==> src/rtl/tdm_demux_4ch.sv <==
// Receive side of the 4-channel TDM link: recovers frame alignment from frame_sync
// and deserialises each frame into four parallel W-bit channel words.
// Optional build macro TDM_PARITY_EN adds a fifth even-parity slot and a parity_err output.
module tdm_demux_4ch #(
  parameter int unsigned W = 1
) (
  input  logic           clk,
  input  logic           rst_n,
  input  logic [W-1:0]   din,
  input  logic           din_valid,
  input  logic           frame_sync,
  output logic [4*W-1:0] dout,
  output logic           dout_valid,
  output logic           locked,
`ifdef TDM_PARITY_EN
  output logic           parity_err,
`endif
  output logic           sync_err
);

`ifdef TDM_PARITY_EN
  localparam int unsigned NSLOT  = 5;
  localparam int unsigned SLOT_W = 3;
`else
  localparam int unsigned NSLOT  = 4;
  localparam int unsigned SLOT_W = 2;
`endif
  // Slots held before the frame-closing slot (channels 0..2, or 0..3 with parity).
  localparam int unsigned NHOLD  = NSLOT - 1;
  localparam int unsigned HOLD_W = NHOLD * W;
  localparam logic [SLOT_W-1:0] LAST_SLOT = SLOT_W'(NSLOT - 1);

  typedef enum logic {
    HUNT   = 1'b0,
    LOCKED = 1'b1
  } state_e;

  state_e              state_q, state_d;
  logic [SLOT_W-1:0]   slot_q, slot_d;
  logic [HOLD_W-1:0]   hold_q, hold_d;
  logic [4*W-1:0]      dout_q, dout_d;
  logic                dout_valid_q, dout_valid_d;
  logic                sync_err_q, sync_err_d;
  logic                locked_q, locked_d;
  logic [4*W-1:0]      frame_c;
`ifdef TDM_PARITY_EN
  logic                parity_err_q, parity_err_d;
  logic                parity_bad_c;

  // Parity slot closes the frame; even parity means data XOR parity bit must be 0.
  assign frame_c      = hold_q;
  assign parity_bad_c = din[0] ^ (^hold_q);
`else
  assign frame_c      = {din, hold_q};
`endif

  // State, slot counter, holding register and registered outputs.
  always_ff @(posedge clk or negedge rst_n) begin
    if (!rst_n) begin
      state_q      <= HUNT;
      slot_q       <= '0;
      hold_q       <= '0;
      dout_q       <= '0;
      dout_valid_q <= 1'b0;
      sync_err_q   <= 1'b0;
      locked_q     <= 1'b0;
`ifdef TDM_PARITY_EN
      parity_err_q <= 1'b0;
`endif
    end else begin
      state_q      <= state_d;
      slot_q       <= slot_d;
      hold_q       <= hold_d;
      dout_q       <= dout_d;
      dout_valid_q <= dout_valid_d;
      sync_err_q   <= sync_err_d;
      locked_q     <= locked_d;
`ifdef TDM_PARITY_EN
      parity_err_q <= parity_err_d;
`endif
    end
  end

  // Alignment tracking and frame assembly; only accepted samples change anything.
  always_comb begin
    state_d      = state_q;
    slot_d       = slot_q;
    hold_d       = hold_q;
    dout_d       = dout_q;
    dout_valid_d = 1'b0;
    sync_err_d   = 1'b0;
`ifdef TDM_PARITY_EN
    parity_err_d = 1'b0;
`endif
    if (din_valid) begin
      case (state_q)
        HUNT: begin
          if (frame_sync) begin
            hold_d[W-1:0] = din;
            slot_d        = SLOT_W'(1);
            state_d       = LOCKED;
          end
        end
        LOCKED: begin
          if (frame_sync && (slot_q != '0)) begin
            // Early sync: drop the partial frame and re-align on this sample.
            sync_err_d    = 1'b1;
            hold_d[W-1:0] = din;
            slot_d        = SLOT_W'(1);
          end else if (!frame_sync && (slot_q == '0)) begin
            sync_err_d = 1'b1;
            slot_d     = '0;
            state_d    = HUNT;
          end else if (slot_q == LAST_SLOT) begin
            dout_d       = frame_c;
            dout_valid_d = 1'b1;
            slot_d       = '0;
`ifdef TDM_PARITY_EN
            parity_err_d = parity_bad_c;
`endif
          end else begin
            for (int i = 0; i < int'(NHOLD); i++) begin
              if (slot_q == SLOT_W'(i)) begin
                hold_d[i*W +: W] = din;
              end
            end
            slot_d = slot_q + SLOT_W'(1);
          end
        end
        default: begin
          state_d = HUNT;
          slot_d  = '0;
        end
      endcase
    end
    locked_d = (state_d == LOCKED);
  end

  assign dout       = dout_q;
  assign dout_valid = dout_valid_q;
  assign sync_err   = sync_err_q;
  assign locked     = locked_q;
`ifdef TDM_PARITY_EN
  assign parity_err = parity_err_q;
`endif

endmodule

==> config.mk <==
export PLATFORM = sky130hd
export DESIGN_NAME = tdm_demux_4ch
export DESIGN_NICKNAME = d
export VERILOG_FILES = /design/src/rtl/tdm_demux_4ch.sv
export SDC_FILE = /design/constraint.sdc
export NUM_CORES = 1
export LEC_CHECK = 0
export ABC_AREA = 1
export CAP_MARGIN = 25
export CORE_UTILIZATION = 37
export DETAILED_ROUTE_END_ITERATION = 16
export PLACE_DENSITY = 0.69
export SYNTH_ARGS = -nofsm -noshare
export SYNTH_HDL_FRONTEND = slang
export SYNTH_SLANG_ARGS = --single-unit
export TNS_END_PERCENT = 30
==> constraint.sdc <==
create_clock -name clk -period 1.6 [get_ports clk]
set_clock_uncertainty 0.05 [all_clocks]
set_input_delay 0.16 -clock clk [delete_from_list [all_inputs] [get_ports clk]]
set_output_delay 0.16 -clock clk [all_outputs]
set_load 0.02 [all_outputs]
==> impl_metrics.toml, run 1 <==
[timing]
setup_violations = 0
setup_slack_ns = 0.0496
min_period_over_period_pct = 96.9
fin_crit_ns = 1.55
maxSlewViolCount = 0
hold_violations = 0
tightest_slew_ns = 0.560
slew_headroom_pct = 62.6
fmax_ghz = 0.645
tns_ns = 0

[layout]
syn2layout_area_growth_pct = 34.7
drive_gt1_share_pct = 20.4
n_antenna_cell = 0
finalNetCount = 107
fillers = 139
fin_area_um2 = 870
final_common_cell = "nand2_1"
fin_util_pct = 55.8
multi_input_area_um2 = 332
final_cell_mix = "23 x nand2_1, 12 x dfrtp_1, 11 x clkdlybuf4s50_1"
seqCellArea_um2 = 300

[detailed_routing]
avgViaCountPerCell = 5.03
wl_per_cell_um = 12.3
drt_iter0_markers = 6
vias = 548
wirelength_um = 1340
ant_nets = 0
drc = 1
drt_pre_antenna_iters = 10

[floorplan]
die_x_um = 43.8
core_um2 = 1560
start_util_pct = 41.4
fp-row-count = 14
die_h_um = 43.8
fp.dieArea_um2 = 1920
pin_count = 12

[clock_network]
clkSlewWorstSetupHoldPaths_ns = 0.08
numCtsBuffers = 3
ctsLongestPathBuffers = 2
postCtsSetupRepairBufs = 0
cts.sinks = 12
htree_levels = 1
clock_latency_ns = 0.28
root_buffer = "clkbuf_4"
cts_tree = "done"

[outcome]
violations = "design-rule violations"
outcome = "complete, but fails checks"

[place]
hpwl_um = 968
placed_cell_area_um2 = 813
globalplace.congestion = 0.799
place.port_buffers = 11
pre_cts_ws_ns = 0.0325

[synthesis]
synth_area_per_cell_um2 = 8.84
netlist_area_um2 = 646
yosysTopAreaCellShare_pct = 46.5
synth_seq_cells = 12
synth_area_leaders = "dfrtp_1 47%, ha_1 16%, nand2_1 14%, inv_1 4.7%, nand4_1 3.9%"
syn_inst = 73
ys_warn_count = 0
synth_cell_types = 13
synth_top_area_cell = "dfrtp_1"
yosysSeqAreaShare_pct = 46.5
postSynthNetCount = 86

[grt]
grt_pass1_vias = 549
grt_util_all_layers_pct = 15.4
grt_first_pass_wirelength_um = 2160
grt_remaining_overflow = 0
grt_max_degree = 13
antenna_found_initial = 0

[worst_setup_path]
reg2reg_slack_ns = 0.07
rr_startpoint = "slot_q[0]"
path_cells = "clkdlybuf4s50_1"
cp_num_buf_inv = 1
startpoint_type = "flop"
cp.arrival_ns = 1.34
critPathMaxStageDelay_ns = 0.63
rr_worst_depth = 10
worstReg2RegEnd = "hold_q[0]"
required_ns = 1.39
crit_path_max_fanout = 5
path_class = "reg -> out"
cp-end-kind = "output port"
critical-path-top-delay-family = "buffers and inverters"
slowest_stage = "clkdlybuf4s50_1"

[power]
clock_power_share_pct = 15.9
p_leak_nw = 0.441
p_comb_share_pct = 52.0
swShare_pct = 40.6
p_int_mw = 0.929
ir_worst_vdd_uv = 645
p_total_mw = 1.56
power_frac_seq_pct = 32.1
p_per_area_nw_per_um2 = 1800
switchingPower_mw = 0.635

[run]
cap_violations = 0

[min_path]
hold_path.class = "in -> async"
[power by group through the flow]
stage / combinational (mW) / clock (mW) / sequential (mW)
finish: 0.813 / 0.249 / 0.502
global route: 0.898 / 0.266 / 0.517
CTS: 0.762 / 0.253 / 0.496
detailed placement: 0.754 / 0 / 0.502
global placement: 0.740 / 0 / 0.499
floorplan: 0.337 / 0 / 0.590
[worst max path at each step]
stage                    start         to  slack, ns  cells past startpoint
floorplan            slot_q[0]    dout[0]       0.08                      7
global placement    frame_sync  hold_q[0]       0.05                      9
detailed placement  frame_sync  hold_q[0]       0.03                      9
CTS                  slot_q[0]  hold_q[0]       0.03                     10
global route         slot_q[0]  hold_q[0]      -0.02                     10
finish                  locked     locked       0.05                      1
[cell usage after synthesis (all sizes together)]
cell type / n
nand2: 26
dfrtp: 12
ha: 8
inv: 8
nor2: 6
o21ai: 5
nand4: 4
nand3: 2
a21oi: 1
nor3b: 1
[area by class of cell]
cell class	instances	area share [%]
clock buffers	4	4.17
inverters	8	3.45
multi-input cells	53	38.1
flip-flops and latches	12	34.5
well taps	16	2.30
repair buffers	16	17.4
[cells by family (layout without fill, tap and decap cells)]
| family | Yosys count | after routing | share of synthesized area [%] |
|---|---|---|---|
| AO/OA/AOI/OAI | 6 | 6 | 4.65 |
| adder cells (fa/ha/maj) | 8 | 8 | 15.5 |
| buffers and inverters | 8 | 28 | 4.65 |
| flip-flops | 12 | 12 | 46.5 |
| AND/OR/NAND/NOR | 39 | 39 | 28.7 |
[layer usage]
layer	track usage [%]	up-vias	routed length (um)
met3	2.50	4	51
met2	26.6	14	649
li1	-	274	-
met4	9.38	0	29
met1	17.8	256	608
met5	0	-	0
[sequential cells by signal, indices dropped and copies added, names as in the netlist]
| register | cells |
|---|---|
| dout | 4 |
| dout_valid | 1 |
| hold_q | 3 |
| locked | 1 |
| slot_q | 2 |
| sync_err | 1 |
[metrics by stage]
stage / instances / hold slack (ns)
2_1_floorplan: 73 / -0.186
3_3_place_gp: 105 / 0.413
3_5_place_dp: 105 / 0.410
4_1_cts: 109 / 0.204
5_1_grt: 109 / 0.219
6_report: 109 / 0.186
[repair_timing]
item                                    in CTS  in global routing
hold buffers                                 0                  0
resized for setup                            0                 10
endpoints found under the setup margin       0                  7
Note: power is estimated with default switching activity, not from simulation.
==> inputs of run 2 (changes only) <==
- PLACE_DENSITY: 0.69 -> 0.67
- SETUP_SLACK_MARGIN: not set -> 0.02
- clock period: 1.6 -> 1.9 ns (I/O delays scaled with it)
==> run 2 against run 1 <==
Effect of this change: sequential share of layout area rose by 3.1 points; design area down 8.2%; global-route usage down 1.3 points; combinational power shrank 34%; count of clock-buffer cells in the layout fell by 1; wire length is 23% lower; clock power down 40%; worst hold slack improved by 0.033 ns; non-clock buffer count down 5; sequential cell count unchanged; the run still ends with design-rule violations left; cell count shrank 5.5%.
==> impl_metrics.toml, run 2 (same netlist as run 1, synthesis figures left out) <==
[grt]
grt_remaining_overflow = 0
grt_pass1_vias = 465
use_met3_pct = 4.17
top_usage_layer = "met1"
grt_max_degree = 13
grt_util_all_layers_pct = 14.1
use_met2_pct = 19.4
antenna_found_initial = 0
use_met1_pct = 19.8
grt_first_pass_wirelength_um = 1950

[timing]
min_period_over_period_pct = 87.6
setup_violations = 0
slew_headroom_pct = 64.8
whs_ns = 0.220
fmax_ghz = 0.601
tns_ns = 0
tightest_slew_ns = 0.527
maxSlewViolCount = 0
hold_violations = 0
fin_crit_ns = 1.67
setup_slack_ns = 0.235
rsz0062_at_grt = "false"

[clock_network]
ctsLongestPathBuffers = 2
post_cts_resized = 0
clock_latency_ns = 0.26
postCtsSetupRepairBufs = 0
htree_levels = 1
cts.sinks = 12
clkSlewWorstSetupHoldPaths_ns = 0.07
cts_tree = "done"
hold_buffers = 0
root_buffer = "clkbuf_4"
numCtsBuffers = 3

[layout]
fin_util_pct = 51.2
finalNetCount = 102
final_common_cell = "nand2_1"
syn2layout_area_growth_pct = 23.6
final_cell_mix = "24 x nand2_1, 12 x dfrtp_1, 11 x clkdlybuf4s50_1"
n_antenna_cell = 0
largest_register_ffs = 4
drive_gt1_share_pct = 9.20

[floorplan]
fp-row-count = 14
start_util_pct = 41.4
die_h_um = 43.8
pin_count = 12
fp.dieArea_um2 = 1920
core_um2 = 1560
die_x_um = 43.8

[place]
globalplace.congestion = 0.769
hpwl_um = 852
place.port_buffers = 11
pre_cts_ws_ns = 0.243

[run]
cap_violations = 0

[power]
ir_worst_vdd_uv = 623
p_per_area_nw_per_um2 = 1400
p_leak_nw = 0.410

[worst_setup_path]
worstReg2RegEnd = "dout[0]"
cp-end-kind = "flop"
crit_path_max_fanout = 5
critPathMaxStageDelay_ns = 0.43
slowest_stage = "dfrtp_1"
startpoint_type = "flop"
cp.arrival_ns = 1.77
required_ns = 2.00
reg2reg_slack_ns = 0.23
rr_startpoint = "slot_q[0]"
path_cells = "inv_1 > ha_1 > inv_1 > ha_1 > nand2_1 > o21ai_0 > nand2_1"
rr_worst_depth = 7
path_class = "reg -> reg"

[detailed_routing]
wirelength_um = 1030
drt_pre_antenna_iters = 9
wl_per_cell_um = 9.96
drt_iter0_markers = 6
avgViaCountPerCell = 4.85
vias = 500
drc = 1
ant_nets = 0

[outcome]
violations = "design-rule violations"
outcome = "complete, but fails checks"

[min_path]
hold_path.class = "in -> async"
-- run 2: report_power, final --
group          internal [mW]  switching, mW  leakage [nW]
registers              0.361         0.0717         0.150
clock network         0.0732         0.0759        0.0138
logic                  0.223          0.312         0.247
total                  0.658          0.459         0.410
-- run 2: worst max-delay path by stage --
| stage | from | end | depth (start not counted) |
|---|---|---|---|
| floorplan | slot_q[0] | dout[0] | 7 |
| global placement | frame_sync | hold_q[0] | 9 |
| detailed placement | slot_q[0] | dout[0] | 7 |
| CTS | slot_q[0] | dout[0] | 7 |
| global route | slot_q[0] | dout[0] | 7 |
| finish | slot_q[0] | dout[0] | 7 |
-- run 2: final cells by class --
class                           count  area (um2)
Tap cell                           16        20.0
Fill cell                         151         761
Clock buffer                        3        22.5
Multi-Input combinational cell     53         315
Inverter                            8        30.0
Timing Repair Buffer               11         110
Sequential cell                    12         300
-- run 2: worst max-delay path, delay by kind of cell (launching register included) --
family	cells	cell delay (ns)
simple gates	2	0.20
flops	1	0.43
buf+inv	2	0.18
fa+ha+maj	2	0.51
compound gates	1	0.18
-- run 2: metal layers --
layer  wire (um)  share of wire, %
met2         441                43
met1         527                51
met3          41               4.0
met5           0                 0
met4          16               1.6
-- run 2: through the flow --
stage	total power, mW	cell area [um2]	std cells
finish	1.12	798	103
global route	1.23	798	103
CTS	1.13	798	103
detailed placement	0.979	776	100
global placement	0.974	776	100
floorplan	0.780	646	73
